$ cat src/rtl/reg_arb_pkg.sv
// reg_arb_pkg: shared types and defaults for the register-file access arbiter
package reg_arb_pkg;
    localparam int DATA_W_DEF = 8;
    localparam int ADDR_W_DEF = 3;
    typedef enum logic [1:0] {OP_READ, OP_WRITE, OP_MOV, OP_SWAP} reg_op_e;
    typedef enum logic [2:0] {IDLE, S1, S2, S3, S4, RESP} arb_state_e;
endpackage

$ cat src/rtl/reg_access_arbiter_rr_arbiter.sv
// rr_arbiter: round-robin grant selection, pointer advances past the winner on accept
module rr_arbiter #(
    parameter int N  = 2,
    parameter int IW = (N > 1) ? $clog2(N) : 1
) (
    input  logic          clk,
    input  logic          reset,
    input  logic [N-1:0]  req,
    input  logic          accept,
    output logic [N-1:0]  grant,
    output logic [IW-1:0] grant_idx,
    output logic          any
);
    logic [IW-1:0] ptr_q, ptr_d, kk;
    // first requester at or after the pointer wins; pointer moves only when the grant is taken
    always_comb begin
        any = 1'b0;
        grant_idx = '0;
        kk = '0;
        for (int i = 0; i < N; i++) begin
            kk = IW'((int'(ptr_q) + i) % N);
            if (!any && req[kk]) begin
                any = 1'b1;
                grant_idx = kk;
            end
        end
        grant = any ? (N'(1) << grant_idx) : '0;
        ptr_d = (accept && any) ? ((int'(grant_idx) == N - 1) ? '0 : grant_idx + 1'b1) : ptr_q;
    end
    // pointer register
    always_ff @(posedge clk) begin
        if (reset) ptr_q <= '0;
        else ptr_q <= ptr_d;
    end
endmodule

$ cat src/rtl/reg_access_arbiter.sv
// reg_access_arbiter: shares the register-file ports among requesters and sequences READ/WRITE/MOV/SWAP
module reg_access_arbiter
    import reg_arb_pkg::*;
#(
    parameter int NUM_REQ = 2,
    parameter int DATA_W  = DATA_W_DEF,
    parameter int ADDR_W  = ADDR_W_DEF
) (
    input  logic                      clk,
    input  logic                      reset,
    input  logic [NUM_REQ-1:0]        req_valid,
    output logic [NUM_REQ-1:0]        req_ready,
    input  logic [NUM_REQ*2-1:0]      req_op,
    input  logic [NUM_REQ*ADDR_W-1:0] req_rd,
    input  logic [NUM_REQ*ADDR_W-1:0] req_rs,
    input  logic [NUM_REQ*DATA_W-1:0] req_imm,
    output logic [NUM_REQ-1:0]        resp_valid,
    output logic [DATA_W-1:0]         resp_data,
    output logic                      busy,
    output logic [ADDR_W-1:0]         rf_sel_in,
    output logic [ADDR_W-1:0]         rf_sel_out,
    output logic                      rf_we,
    output logic                      rf_oe,
    output logic [DATA_W-1:0]         rf_wdata,
    input  logic [DATA_W-1:0]         rf_rdata
);
    localparam int GW = (NUM_REQ > 1) ? $clog2(NUM_REQ) : 1;
    arb_state_e state_q, state_d;
    reg_op_e op_q, op_d;
    logic [ADDR_W-1:0] rd_q, rd_d, rs_q, rs_d;
    logic [DATA_W-1:0] imm_q, imm_d, tmp0_q, tmp0_d, tmp1_q, tmp1_d;
    logic [GW-1:0] g_q, g_d, g_idx;
    logic [NUM_REQ-1:0] grant;
    logic any;
    logic [1:0] op_a [NUM_REQ];
    logic [ADDR_W-1:0] rd_a [NUM_REQ], rs_a [NUM_REQ];
    logic [DATA_W-1:0] imm_a [NUM_REQ];
    for (genvar g = 0; g < NUM_REQ; g++) begin : g_unpack
        assign op_a[g]  = req_op[g*2 +: 2];
        assign rd_a[g]  = req_rd[g*ADDR_W +: ADDR_W];
        assign rs_a[g]  = req_rs[g*ADDR_W +: ADDR_W];
        assign imm_a[g] = req_imm[g*DATA_W +: DATA_W];
    end
    rr_arbiter #(.N(NUM_REQ), .IW(GW)) u_rr (
        .clk(clk),
        .reset(reset),
        .req(req_valid),
        .accept(state_q == IDLE && !reset),
        .grant(grant),
        .grant_idx(g_idx),
        .any(any)
    );
    // op sequencing: one register-file micro-step per state, all outputs forced low under reset
    always_comb begin
        state_d = state_q;
        op_d = op_q;
        rd_d = rd_q;
        rs_d = rs_q;
        imm_d = imm_q;
        g_d = g_q;
        tmp0_d = tmp0_q;
        tmp1_d = tmp1_q;
        req_ready = '0;
        resp_valid = '0;
        resp_data = '0;
        busy = !reset && state_q != IDLE;
        rf_sel_in = '0;
        rf_sel_out = '0;
        rf_we = 1'b0;
        rf_oe = 1'b0;
        rf_wdata = '0;
        if (!reset) begin
            unique case (state_q)
                IDLE: if (any) begin
                    req_ready = grant;
                    op_d = reg_op_e'(op_a[g_idx]);
                    rd_d = rd_a[g_idx];
                    rs_d = rs_a[g_idx];
                    imm_d = imm_a[g_idx];
                    g_d = g_idx;
                    state_d = S1;
                end
                S1: if (op_q == OP_WRITE) begin
                    rf_we = 1'b1;
                    rf_sel_in = rd_q;
                    rf_wdata = imm_q;
                    state_d = RESP;
                end else begin
                    rf_oe = 1'b1;
                    rf_sel_out = rs_q;
                    tmp0_d = rf_rdata;
                    state_d = (op_q == OP_READ) ? RESP : S2;
                end
                S2: if (op_q == OP_MOV) begin
                    rf_we = 1'b1;
                    rf_sel_in = rd_q;
                    rf_wdata = tmp0_q;
                    state_d = RESP;
                end else begin
                    rf_oe = 1'b1;
                    rf_sel_out = rd_q;
                    tmp1_d = rf_rdata;
                    state_d = S3;
                end
                S3: begin
                    rf_we = 1'b1;
                    rf_sel_in = rd_q;
                    rf_wdata = tmp0_q;
                    state_d = S4;
                end
                S4: begin
                    rf_we = 1'b1;
                    rf_sel_in = rs_q;
                    rf_wdata = tmp1_q;
                    state_d = RESP;
                end
                RESP: begin
                    resp_valid = NUM_REQ'(1) << g_q;
                    resp_data = (op_q == OP_WRITE) ? imm_q : (op_q == OP_SWAP) ? tmp1_q : tmp0_q;
                    state_d = IDLE;
                end
                default: state_d = IDLE;
            endcase
        end
    end
    // state, latched command and temporaries
    always_ff @(posedge clk) begin
        if (reset) begin
            state_q <= IDLE;
            op_q <= OP_READ;
            rd_q <= '0;
            rs_q <= '0;
            imm_q <= '0;
            g_q <= '0;
            tmp0_q <= '0;
            tmp1_q <= '0;
        end else begin
            state_q <= state_d;
            op_q <= op_d;
            rd_q <= rd_d;
            rs_q <= rs_d;
            imm_q <= imm_d;
            g_q <= g_d;
            tmp0_q <= tmp0_d;
            tmp1_q <= tmp1_d;
        end
    end
endmodule

$ cat config.mk
export PLATFORM = sky130hd
export DESIGN_NAME = reg_access_arbiter
export DESIGN_NICKNAME = d
export VERILOG_FILES = /design/src/rtl/reg_arb_pkg.sv /design/src/rtl/reg_access_arbiter_rr_arbiter.sv /design/src/rtl/reg_access_arbiter.sv
export SDC_FILE = /design/constraint.sdc
export NUM_CORES = 1
export LEC_CHECK = 0
export BUFFER_PORTS_ARGS = -buffer_cell sky130_fd_sc_hd__clkbuf_2
export CAP_MARGIN = 20
export CORE_ASPECT_RATIO = 1.1
export CORE_UTILIZATION = 54
export DETAILED_ROUTE_END_ITERATION = 8
export GPL_TIMING_DRIVEN = 0
export MAX_ROUTING_LAYER = met4
export PLACE_DENSITY_LB_ADDON = 0.25
export SYNTH_ARGS = -nofsm -noshare
export SYNTH_HDL_FRONTEND = slang
export SYNTH_SLANG_ARGS = --single-unit
export TNS_END_PERCENT = 5
$ cat constraint.sdc
create_clock -name clk -period 2.91 [get_ports clk]
set_input_delay 0.582 -clock clk [delete_from_list [all_inputs] [get_ports clk]]
set_output_delay 0.582 -clock clk [all_outputs]
set_load 0.02 [all_outputs]
# Word level (Yosys, flattened, before mapping)
# Index checks and enable logic that the tools add are counted.
# Widths: inputs -> output; s select.
[word_totals] ff_bits=37 in_bits=44 out_inout_bits=29
[op_classes] n_reduce_logical=13 n_addsub=2 shift=2 mux=55 magnitude_cmp=3 bitwise=3 n_eq_ne=9
[op_table] cell="$mux 8" n=10
[op_table] cell="$mux 3" n=16
[op_table] cell="$pmux 8 s4" n=1
[op_table] cell="$mux 2" n=8
[op_table] cell="$mux 1" n=15
[op_table] cell="$pmux 3 s5" n=1
[op_table] cell="$pmux 3 s4" n=1
[op_table] cell="$eq 3x2->1 const B" n=2
[op_table] cell="$eq 3x3->1 const B" n=2
[op_table] cell="$pmux 3 s2" n=1
[op_table] cell="$reduce_and 2->1" n=3
[op_table] cell="$eq 2x2->1 const B" n=2
[op_table] cell="$logic_and 1x1->1" n=4
[op_table] cell="$lt 1x2->1 const B" n=2
[op_table] cell="$shl 1x1->2 const A" n=2
[op_table] cell="$eq 3x1->1 const B" n=1
[op_table] cell="$logic_not 3->1" n=1
[op_table] cell="$pmux 1 s3" n=1
[op_table] cell="$reduce_bool 3->1" n=1
[op_table] cell="$add 1x1->1 const B" n=2
[op_table] cell="$eq 2x1->1 const B" n=1
[op_table] cell="$ge 2x2->1 const B" n=1
[op_table] cell="$logic_not 1->1" n=2
[op_table] cell="$logic_not 2->1" n=1
[op_table] cell="other kinds (5)" n=6

# Longest topological paths before layout
# Gate-level depths: netlist (run 1).
[logic_depth] depth_word=10 depth_mapped=6 ltp_nobuf=4

# Cells and area by module
# From an unflattened synthesis (run 1), not the netlist that was laid out.
[hier_totals] hier_cells=292 area_unflattened_um2=2398.6
[by_module_without_submodules] mod="reg_access_arbiter" cells_per_inst=283 instances=1 seq_area_each_um2=720.7 area_per_inst_um2=2319.7
[by_module_without_submodules] mod="rr_arbiter" cells_per_inst=9 instances=1 seq_area_each_um2=20.0 area_per_inst_um2=78.8

# Worst setup path after synthesis (run 1)
# No wires, ideal clock.
[synth_timing] kind="register to output" from="reg state_q[2]" to="out rf_wdata[0]" setup_slack_ns=0.694 required_ns=2.328 stages_incl_launch_ff=6 arrival_time_ns=1.634 path_buffers=1 cell_sequence="dfxtp_1 > buf_2 > nand2b_1 > nor4b_2 > a22oi_1 > a21oi_1"
[synth_via] elab_chain_len=3
[synth_lines] element="start, declared" line="reg_access_arbiter.sv:28" source="arb_state_e state_q, state_d;"
[synth_lines] element="start signal, assigned" line="reg_access_arbiter.sv:138" source="state_q <= state_d;"
[synth_lines] element="$eq 3x3->1 (tied with other cells)" line="reg_access_arbiter.sv:73" source="unique case (state_q)"
[synth_lines] element="$pmux 8 s4 (*)" line="reg_access_arbiter.sv:73"
[synth_lines] element="$mux 8 (*)" line="reg_access_arbiter.sv:72" source="if (!reset) begin"
[synth_lines] element="end, declared" line="reg_access_arbiter.sv:24" source="output logic [DATA_W-1:0] rf_wdata,"
# Every way passes the cells marked *; elsewhere a longest branch is shown, timed or not.

# Worst setup path in the final report (run 1)
[layout_timing] from="reg state_q[1]" to="out rf_sel_out[1]"
[layout_via] elab_chain_len=3
[layout_lines] element="$eq 3x2->1 / $eq 3x1->1 (equally long branches)" line="reg_access_arbiter.sv:73"
[layout_lines] element="$pmux 3 s2 (*)" line="reg_access_arbiter.sv:73"
[layout_lines] element="$mux 3 (*)" line="reg_access_arbiter.sv:72"
[layout_lines] element="end, declared" line="reg_access_arbiter.sv:21" source="output logic [ADDR_W-1:0] rf_sel_out,"
# Marked as above.

==> results of run 1 <==
[placed cells by master (no fill, tap or decap), drive strengths merged]
cell / Yosys / layout
nand2b: 4 / 4
nor2: 33 / 33
a211oi: 8 / 8
a222oi: 1 / 1
mux2i: 32 / 32
a21o: 2 / 2
and3: 1 / 1
nor4b: 1 / 1
nand4: 1 / 1
dfxtp: 37 / 37
buf: 10 / 12
o21ai: 4 / 4
or3: 4 / 4
and2: 1 / 1
nor3: 3 / 3
o21a: 2 / 2
nand2: 27 / 27
o21ba: 1 / 1
nor2b: 1 / 1
xnor2: 1 / 1
a22oi: 10 / 10
clkbuf: 7 / 86
inv: 5 / 5
o2bb2ai: 16 / 16
nor3b: 3 / 3
a211o: 1 / 1
a21oi: 22 / 22
[per-stage QoR]
step	power, mW	hold slack [ps]	area (µm²)
floorplan	0.879	449	2080
global placement	0.984	459	2500
global route	1.43	491	2620
finish	1.36	477	2620
detailed placement	0.995	464	2500
CTS	1.36	475	2600
[synthesized netlist by cell type, drive strengths merged]
cell type	instances
dfxtp	37
nor2	33
mux2i	32
nand2	27
a21oi	22
o2bb2ai	16
a22oi	10
buf	10
a211oi	8
clkbuf	7
inv	5
nand2b	4
o21ai	4
or3	4
nor3	3
nor3b	3
a21o	2
o21a	2
a211o	1
a222oi	1
and2	1
and3	1
nand4	1
nor2b	1
nor4b	1
o21ba	1
xnor2	1
[timing repair]
action	4_1_cts	5_1_grt
buffers inserted	0	2
resized for setup	1	1
endpoints found under the setup margin	7	8
[how the worst max path moves through the flow]
stage / start / to / slack [ps] / cells past startpoint
final: state_q[1] / rf_sel_out[1] / 140 / 7
after global routing: op_q[1] / rf_sel_out[0] / 40 / 7
after CTS: op_q[1] / rf_wdata[0] / 80 / 6
after detailed placement: op_q[0] / rf_wdata[0] / 250 / 5
after global placement: op_q[0] / rf_wdata[0] / 270 / 5
after floorplan: state_q[2] / rf_wdata[0] / 690 / 5
[flip-flops by register name (all words and copies together), names as in the netlist]
name / count
g_q: 1
imm_q: 8
op_q: 2
rd_q: 3
rs_q: 3
state_q: 3
tmp0_q: 8
tmp1_q: 8
u_rr.ptr_q: 1
[worst register-to-register path: stages (launching register included)]
cell	delay, ps
dfxtp_1	310
buf_2	160
nand2b_1	200
nor3b_2	410
buf_2	370
mux2i_1	220
nor2_1	50
[report_power, final]
| part | switching, mW | total [mW] | internal, mW | leakage [nW] |
|---|---|---|---|---|
| clock | 0.179 | 0.367 | 0.188 | 0.0443 |
| sequential | 0.0417 | 0.603 | 0.561 | 0.303 |
| combinational | 0.231 | 0.390 | 0.159 | 0.770 |
| total | 0.451 | 1.36 | 0.908 | 1.12 |
[metal layers]
layer	routed length, µm	track usage (%)
met1	2320	33.5
met4	111	16.5
met5	0	-
met3	362	8.35
met2	2610	47.7
[cell families after synthesis]
group           Yosys count  share of synthesized area [%]
buf+inv                  22                           5.53
compound gates           67                           25.5
flops                    37                           35.6
mux                      32                           15.4
simple gates             79                           17.6
xor+xnor                  1                          0.421
[final cells by class]
cell class                 instances  area [µm²]
buffer                            17        96.3
clock buffer                       7        86.3
inverter                           5        18.8
multi-input combinational        179        1240
fill                             311        1040
sequential                        37         741
timing repair buffer              74         375
tap                               50        62.6
==> impl_results.md, run 1 <==
* Initial Util at 56.9%
* Pwr per Cell Area at 519 nW/µm²
* Synth Instances at 238
* Clk sink count at 37
* Register-to-register setup slack at 1060 ps
* I/O Buffers at 72
* Final setup margin at 143 ps
* GRT overflow at 0
* Critical path type: flip-flop to output pin
* Tcrit/Tclk final at 95.1%
* Synth top area cells: dfxtp_1 (36%), mux2i_1 (15%), o2bb2ai_2 (7.2%)
* Yosys warns at 0
* Fmax at 0.361 GHz
* Die Area at 4110 µm²
* Syn_area_per_cell at 8.74 µm²
* Tot GR Track Use at 30.0%
* Top cell type's share of synthesized area at 35.6%
* Drt pass-1 iters at 4
* Initial antenna violation count at 0
* Share of cells above drive strength 1 at 33.2%
* Clk_lat worst skew at 290 ps
* Utilization after layout at 71.6%
* Worst r2r path cells at 6
* Initial DRC count at 101
* Data required time at the worst endpoint at 2330 ps
* Core area at 3650 µm²
* Synth unique cells at 34
* Max-cap violations at 0
* CP cell instances: buf_4 > nor3b_1 > and2_1 > clkbuf_1 > a22oi_1 > nor2_1 > clkbuf_2
* Global-route wire length before repair at 8510 µm
* CP endpoint kind: output pin
* Nets at 363
* Setup violations, final at 0
* Crit Reg-Reg Endpoint: tmp1_q[7]
* HPWL after detailed placement at 3910 µm
* Num CTS Buffers at 5
* Slew headroom at 61.7%
* Startpoint types: flip-flop
* Crit path max-delay family: buffers and inverters
* Sequential-to-total area share from yosys stat at 35.6%
* Hold EP: tmp0_q[6]
* Placed insts at 360
* Post-Synthesis Cell Area at 2080 µm²
* Via density per instance at 5.49
* Synth area leader: dfxtp_1
* CTS H-tree depth at 2
* Worst hold path class: flip-flop to flip-flop
* Post-Syn Nets at 282
* # rows at 23
* CTS tree: yes
* Die Width at 61.2 µm
* Final TNS setup at 0 ps
* Slew Limit Fails at 0
* Slowest-stage cell, CP: clkbuf_1
* Maximum buffer depth of the clock tree at 2
* Die Ht at 67.1 µm
* Unrepaired setup endpoints after global routing: false
* Slew @ Worst Pin at 575 ps
* Vias in the first global route at 1890
* Hold Startpoint: tmp0_q[6]
* Clock slew at reported path FFs at 70 ps
* Clock root buffer: clkbuf_8
* Routed wire per std cell at 14.6 µm
* Antenna viol nets, final at 0
* Post-route DRC at 0
* Max incr delay on CP at 430 ps
* Hold Violations, Final at 0
* Status: finished clean
* Hold Path Depth at 2
* CP arrival at 2180 ps
* Static Leak at 1.12 nW
* Clock Skew at 2.92 ps
* Buffer and inverter count on the worst path at 3
* Worst-path maximum fanout at 10
* Hold Buf Count CTS at 0
* I/O Pins at 73
* Min Tclk post-route at 2770 ps
* DP Worst Slack at 254 ps
* Drt total wl at 5400 µm
* Synthesized flop and latch total at 37
* Area Growth Syn to Fin at 25.8%
* ANT cells at 0
* R2r startpoint: state_q[2]
* Final Wtd Congestion at 0.874
* VDD IR max at 0.430 mV
* Largest net degree at the start of global routing at 11
* Via count at 2025
* Final std cells w/o fill at 369
Power figures use the tool's default switching activity.
==> run 2, diff against run 1 <==
--- a/config.mk
+++ b/config.mk
@@ -8,6 +8,7 @@
 export BUFFER_PORTS_ARGS = -buffer_cell sky130_fd_sc_hd__clkbuf_2
 export CAP_MARGIN = 20
 export CORE_ASPECT_RATIO = 1.1
+export CORE_MARGIN = 10
 export CORE_UTILIZATION = 54
 export DETAILED_ROUTE_END_ITERATION = 8
 export GPL_TIMING_DRIVEN = 0
==> run 2 against run 1 <==
  * Cell count fell by 0.27%
  * Cell area fell by 0.67%
  * Power fell by 2.1%
  * Global-route usage fell by 13 points
  * Via count rose by 1.7%
  * First-iteration DRC count rose by 89%
  * Sequential share of layout area rose by 0.19 points
  * Fmax rose by 0.80%
  * Largest power group unchanged
==> impl_results.md, run 2 (synthesized netlist as in run 1, its figures left out) <==
* Status: finished clean
* Clock slew at reported path FFs at 70 ps
* CTS H-tree depth at 2
* Maximum buffer depth of the clock tree at 2
* # rows at 23
* Startpoint types: flip-flop
* Vias in the first global route at 1990
* CP arrival at 2160 ps
* HPWL after detailed placement at 4540 µm
* Most common cell after layout, fill and taps aside: clkbuf_2
* Worst hold path class: flip-flop to flip-flop
* Post-route DRC at 0
* Layout fillers at 341
* Final TNS setup at 0 ps
* DP Worst Slack at 280 ps
* Die Width at 79.2 µm
* Overall Power at 1.33 mW
* Utilization after layout at 70.6%
* Slowest-stage cell, CP: nor3b_2
* Setup violations, final at 0
* Unrepaired setup endpoints after global routing: false
* Initial DRC count at 191
* Via count at 2059
* Tcrit/Tclk final at 94.3%
* Static Leak at 1.11 nW
* CTS tree: yes
* VDD IR max at 0.414 mV
* Nets at 361
* Drt total wl at 5970 µm
* Clock Skew at 8.23 ps
* Clk_lat worst skew at 290 ps
* Largest net degree at the start of global routing at 12
* Slew headroom at 61.6%
* Die Area at 6740 µm²
* GRT overflow at 0
* Drt pass-1 iters at 5
* Num CTS Buffers at 5
* Slew Limit Fails at 0
* Final setup margin at 165 ps
* Die Ht at 85.1 µm
* Post-CTS Setup Bufs at 0
* Data required time at the worst endpoint at 2330 ps
* Most frequent cells in the layout: clkbuf_2 (73), dfxtp_1 (37), nor2_1 (33), mux2i_1 (32), nand2_1 (27)
* CP endpoint kind: output pin
* Biggest regs: imm_q x8, tmp0_q x8, tmp1_q x8
* Antenna viol nets, final at 0
* Initial antenna violation count at 0
* Hold Buf Count CTS at 0
* Hold Violations, Final at 0
* Share of cells above drive strength 1 at 33.3%
* Tot GR Track Use at 17.5%
* Core area at 3680 µm²
* Area Growth Syn to Fin at 25.0%
* I/O Buffers at 72
* Min Tclk post-route at 2740 ps
* Clock root buffer: clkbuf_8
* Initial Util at 56.5%
* Pwr per Cell Area at 512 nW/µm²
* Max-cap violations at 0
* I/O Pins at 73
* CP cell instances: clkbuf_1 > nand2b_1 > nor3b_2 > buf_2 > a22oi_1 > nor2_1 > clkbuf_2
* Slew @ Worst Pin at 576 ps
* ANT cells at 0
* Final Wtd Congestion at 0.834
* Global-route wire length before repair at 9440 µm
* Routed wire per std cell at 16.2 µm
* Max incr delay on CP at 400 ps
* Fmax at 0.364 GHz
* Via density per instance at 5.60
* Clk sink count at 37
* Worst-path maximum fanout at 10
* Critical path type: flip-flop to output pin
## run 2: layer usage
layer / global-route usage [%] / share of wire, %
met4: 5.06 / 0.77
met5: - / 0
met3: 5.17 / 9.2
met2: 29.7 / 50
met1: 19.2 / 41
## run 2: stage by stage
stage,std cells,hold WS [ps],instance area (µm²)
2_1_floorplan,238,449,2080
3_3_place_gp,360,458,2500
3_5_place_dp,360,464,2500
4_1_cts,368,473,2590
5_1_grt,368,496,2600
6_report,368,473,2600
## run 2: where the power goes
part / total (mW) / switching [mW] / leakage, nW / internal (mW)
clock: 0.338 / 0.173 / 0.0450 / 0.166
combinational: 0.389 / 0.232 / 0.763 / 0.158
sequential: 0.602 / 0.0411 / 0.303 / 0.561
total: 1.33 / 0.446 / 1.11 / 0.884
## run 2: what timing repair did
item | 4_1_cts | 5_1_grt
gates cloned | 0 | 0
setup endpoints to repair | 4 | 9
gates resized for setup | 1 | 3
## run 2: worst paths after layout
path	start	end	slack (ps)	cells after the start
hold reg to reg	tmp0_q[4]	tmp0_q[4]	470	2
setup reg to reg	op_q[1]	tmp1_q[6]	1030	6
setup / recovery	op_q[1]	rf_sel_out[1]	170	7
hold / removal	tmp0_q[4]	tmp0_q[4]	470	2
## run 2: final cells by class
type                            instances  area [µm²]  share of cell area, %
Sequential cell                        37         741                   28.5
Clock buffer                            6        72.6                   2.79
Timing Repair Buffer                   72         360                   13.9
Multi-Input combinational cell        179        1240                   47.6
Tap cell                               50        62.6                   2.41
Inverter                                5        18.8                  0.722
Buffer                                 17        97.6                   3.75
Clock inverter                          2        10.0                  0.385
## run 2: worst max-delay path, delay by kind of cell, from the launching register on
family / cells / cell delay [ps]
and+or+nand+nor: 3 / 700
buffers and inverters: 3 / 730
DFF: 1 / 300
AOI/OAI and AO/OA: 1 / 140
==> run 3, diff against run 2 <==
--- a/config.mk
+++ b/config.mk
@@ -8,12 +8,13 @@
 export BUFFER_PORTS_ARGS = -buffer_cell sky130_fd_sc_hd__clkbuf_2
 export CAP_MARGIN = 20
 export CORE_ASPECT_RATIO = 1.1
-export CORE_MARGIN = 10
+export CORE_MARGIN = 2
 export CORE_UTILIZATION = 54
 export DETAILED_ROUTE_END_ITERATION = 8
 export GPL_TIMING_DRIVEN = 0
 export MAX_ROUTING_LAYER = met4
 export PLACE_DENSITY_LB_ADDON = 0.25
+export SKIP_LAST_GASP = 1
 export SYNTH_ARGS = -nofsm -noshare
 export SYNTH_HDL_FRONTEND = slang
 export SYNTH_SLANG_ARGS = --single-unit
==> run 3 against run 2 <==
  * Sequential power hardly changed
  * Cell area hardly changed
  * Sequential share of layout area hardly changed
  * Combinational power hardly changed
  * Fmax is 0.67% lower
  * Critical path depth stayed put
  * Critical endpoint unchanged
  * Cell count stayed put
==> impl_results.md, run 3 (synthesized netlist as in run 1, its figures left out) <==
* Slew headroom at 57.1%
* Nets at 361
* Routed wire per std cell at 15.3 µm
* Status: finished clean
* Maximum buffer depth of the clock tree at 2
* Hold Path Depth at 2
* Hold Violations, Final at 0
* Post-route DRC at 0
* Worst r2r path cells at 6
* Initial antenna violation count at 0
* Die Area at 4370 µm²
* Final std cells w/o fill at 368
* Global-route wire length before repair at 9590 µm
* Pwr per Cell Area at 515 nW/µm²
* Vias in the first global route at 2011
* Clk_lat worst skew at 290 ps
* Unrepaired setup endpoints after global routing: true
* Internal power at 884 µW
* Data required time at the worst endpoint at 2330 ps
* Via count at 2081
* Hold EP: tmp0_q[3]
* # rows at 23
* CP endpoint kind: output pin
* Clk pwr share at 25.7%
* Biggest regs: imm_q x8, tmp0_q x8, tmp1_q x8
* ANT cells at 0
* Initial Util at 56.5%
* Crit Reg-Reg Endpoint: tmp1_q[4]
* Worst hold path class: flip-flop to flip-flop
* R2r startpoint: op_q[1]
* Area Growth Syn to Fin at 24.9%
* Clk sink count at 37
* Register-to-register setup slack at 1020 ps
* Core area at 3680 µm²
* DP Worst Slack at 321 ps
* Clock root buffer: clkbuf_8
* Static Leak at 1.11 nW
* Share of cells above drive strength 1 at 33.0%
* Die Ht at 69.1 µm
* Post-CTS Setup Bufs at 0
* Critical path type: flip-flop to output pin
* Clock slew at reported path FFs at 80 ps
* Drt pass-1 iters at 4
* Tot GR Track Use at 28.1%
* Via density per instance at 5.65
* Slew @ Worst Pin at 642 ps
* Slew Limit Fails at 0
* Die Width at 63.2 µm
* Tcrit/Tclk final at 95.0%
* VDD IR max at 0.331 mV
* Hold Buf Count CTS at 0
* Sw frac at 34.0%
* Min Tclk post-route at 2760 ps
* Final TNS setup at 0 ps
* CTS H-tree depth at 2
* Worst-path maximum fanout at 10
* P_sw at 455 µW
* Initial DRC count at 114
* Hold Startpoint: tmp0_q[3]
* Antenna viol nets, final at 0
* Layout fillers at 330
* I/O Pins at 73
* Most frequent cells in the layout: clkbuf_2 (72), dfxtp_1 (37), nor2_1 (33), mux2i_1 (32), nand2_1 (27)
* Drt total wl at 5620 µm
* Final Wtd Congestion at 0.893
* Comb pwr share at 29.1%
* Max-cap violations at 0
* Clock Skew at 6.92 ps
* Largest net degree at the start of global routing at 12
* Num CTS Buffers at 5
* I/O Buffers at 72
* Startpoint types: flip-flop
* Placed insts at 360
* Flop pwr share at 45.2%
* CP arrival at 2180 ps
* CTS tree: yes
* HPWL after detailed placement at 4080 µm
* Most common cell after layout, fill and taps aside: clkbuf_2
* Setup violations, final at 0
* Final setup margin at 147 ps
* GRT overflow at 0
* Fmax at 0.362 GHz
[run 3: cell count changes in the layout (fill, tap and decap cells not counted)]
cell / before / now
clkbuf_1: 7 / 8
clkbuf_2: 73 / 72
[run 3: worst max-delay path by stage]
stage                from       endpoint  slack (ps)  cells after the start
2_1_floorplan  state_q[2]    rf_wdata[0]         690                      5
3_3_place_gp      op_q[0]    rf_wdata[0]         320                      5
3_5_place_dp      op_q[0]    rf_wdata[0]         320                      5
4_1_cts           op_q[1]    rf_wdata[0]          60                      6
5_1_grt        state_q[1]  rf_sel_out[1]         -50                      7
6_report          op_q[1]  rf_sel_out[1]         150                      7
[run 3: layer usage]
metal  GRT usage (%)  up-vias  routed length [µm]
met5               -        -                   0
met4            9.90        0                  82
met3            5.22        7                 450
met2            46.1       92                2830
met1            34.6      970                2260
li1                -     1012                   -
[run 3: area by class of cell]
class | count | area, µm² | share of cell area, %
multi-input cells | 179 | 1240 | 47.6
well taps | 50 | 62.6 | 2.41
clock inverters | 2 | 10.0 | 0.385
flip-flops and latches | 37 | 741 | 28.5
inverters | 5 | 18.8 | 0.722
clock buffers | 6 | 72.6 | 2.79
repair buffers | 72 | 360 | 13.9
plain buffers | 17 | 96.3 | 3.71
[run 3: metrics by stage]
| step | area (µm²) | power, mW | hold WS, ps | util (%) |
|---|---|---|---|---|
| floorplan | 2080 | 0.879 | 449 | - |
| global placement | 2500 | 0.983 | 460 | 68.0 |
| detailed placement | 2500 | 0.995 | 466 | 68.0 |
| CTS | 2590 | 1.34 | 476 | 70.4 |
| global route | 2600 | 1.41 | 496 | 70.6 |
| finish | 2600 | 1.34 | 475 | 70.6 |
[run 3: power groups by stage]
| stage | Combinational [mW] | Clock (mW) | Sequential, mW |
|---|---|---|---|
| after floorplan | 0.277 | 0 | 0.602 |
| after global placement | 0.371 | 0 | 0.612 |
| after detailed placement | 0.381 | 0 | 0.614 |
| after CTS | 0.388 | 0.349 | 0.604 |
| after global routing | 0.429 | 0.368 | 0.610 |
| final | 0.389 | 0.345 | 0.605 |
[run 3: timing repair]
item,CTS,global route
setup endpoints to repair,1,9
gates resized for setup,1,1
endpoints found under the hold margin,0,0
[run 3: worst max-delay path, cell delays in order, from the launching register on]
cell and delay (ps):
dfxtp_1 300, clkbuf_1 200, nand2b_1 190, nor3b_2 410, buf_2 370, a22oi_1 140, nor2_1 120, clkbuf_2 170
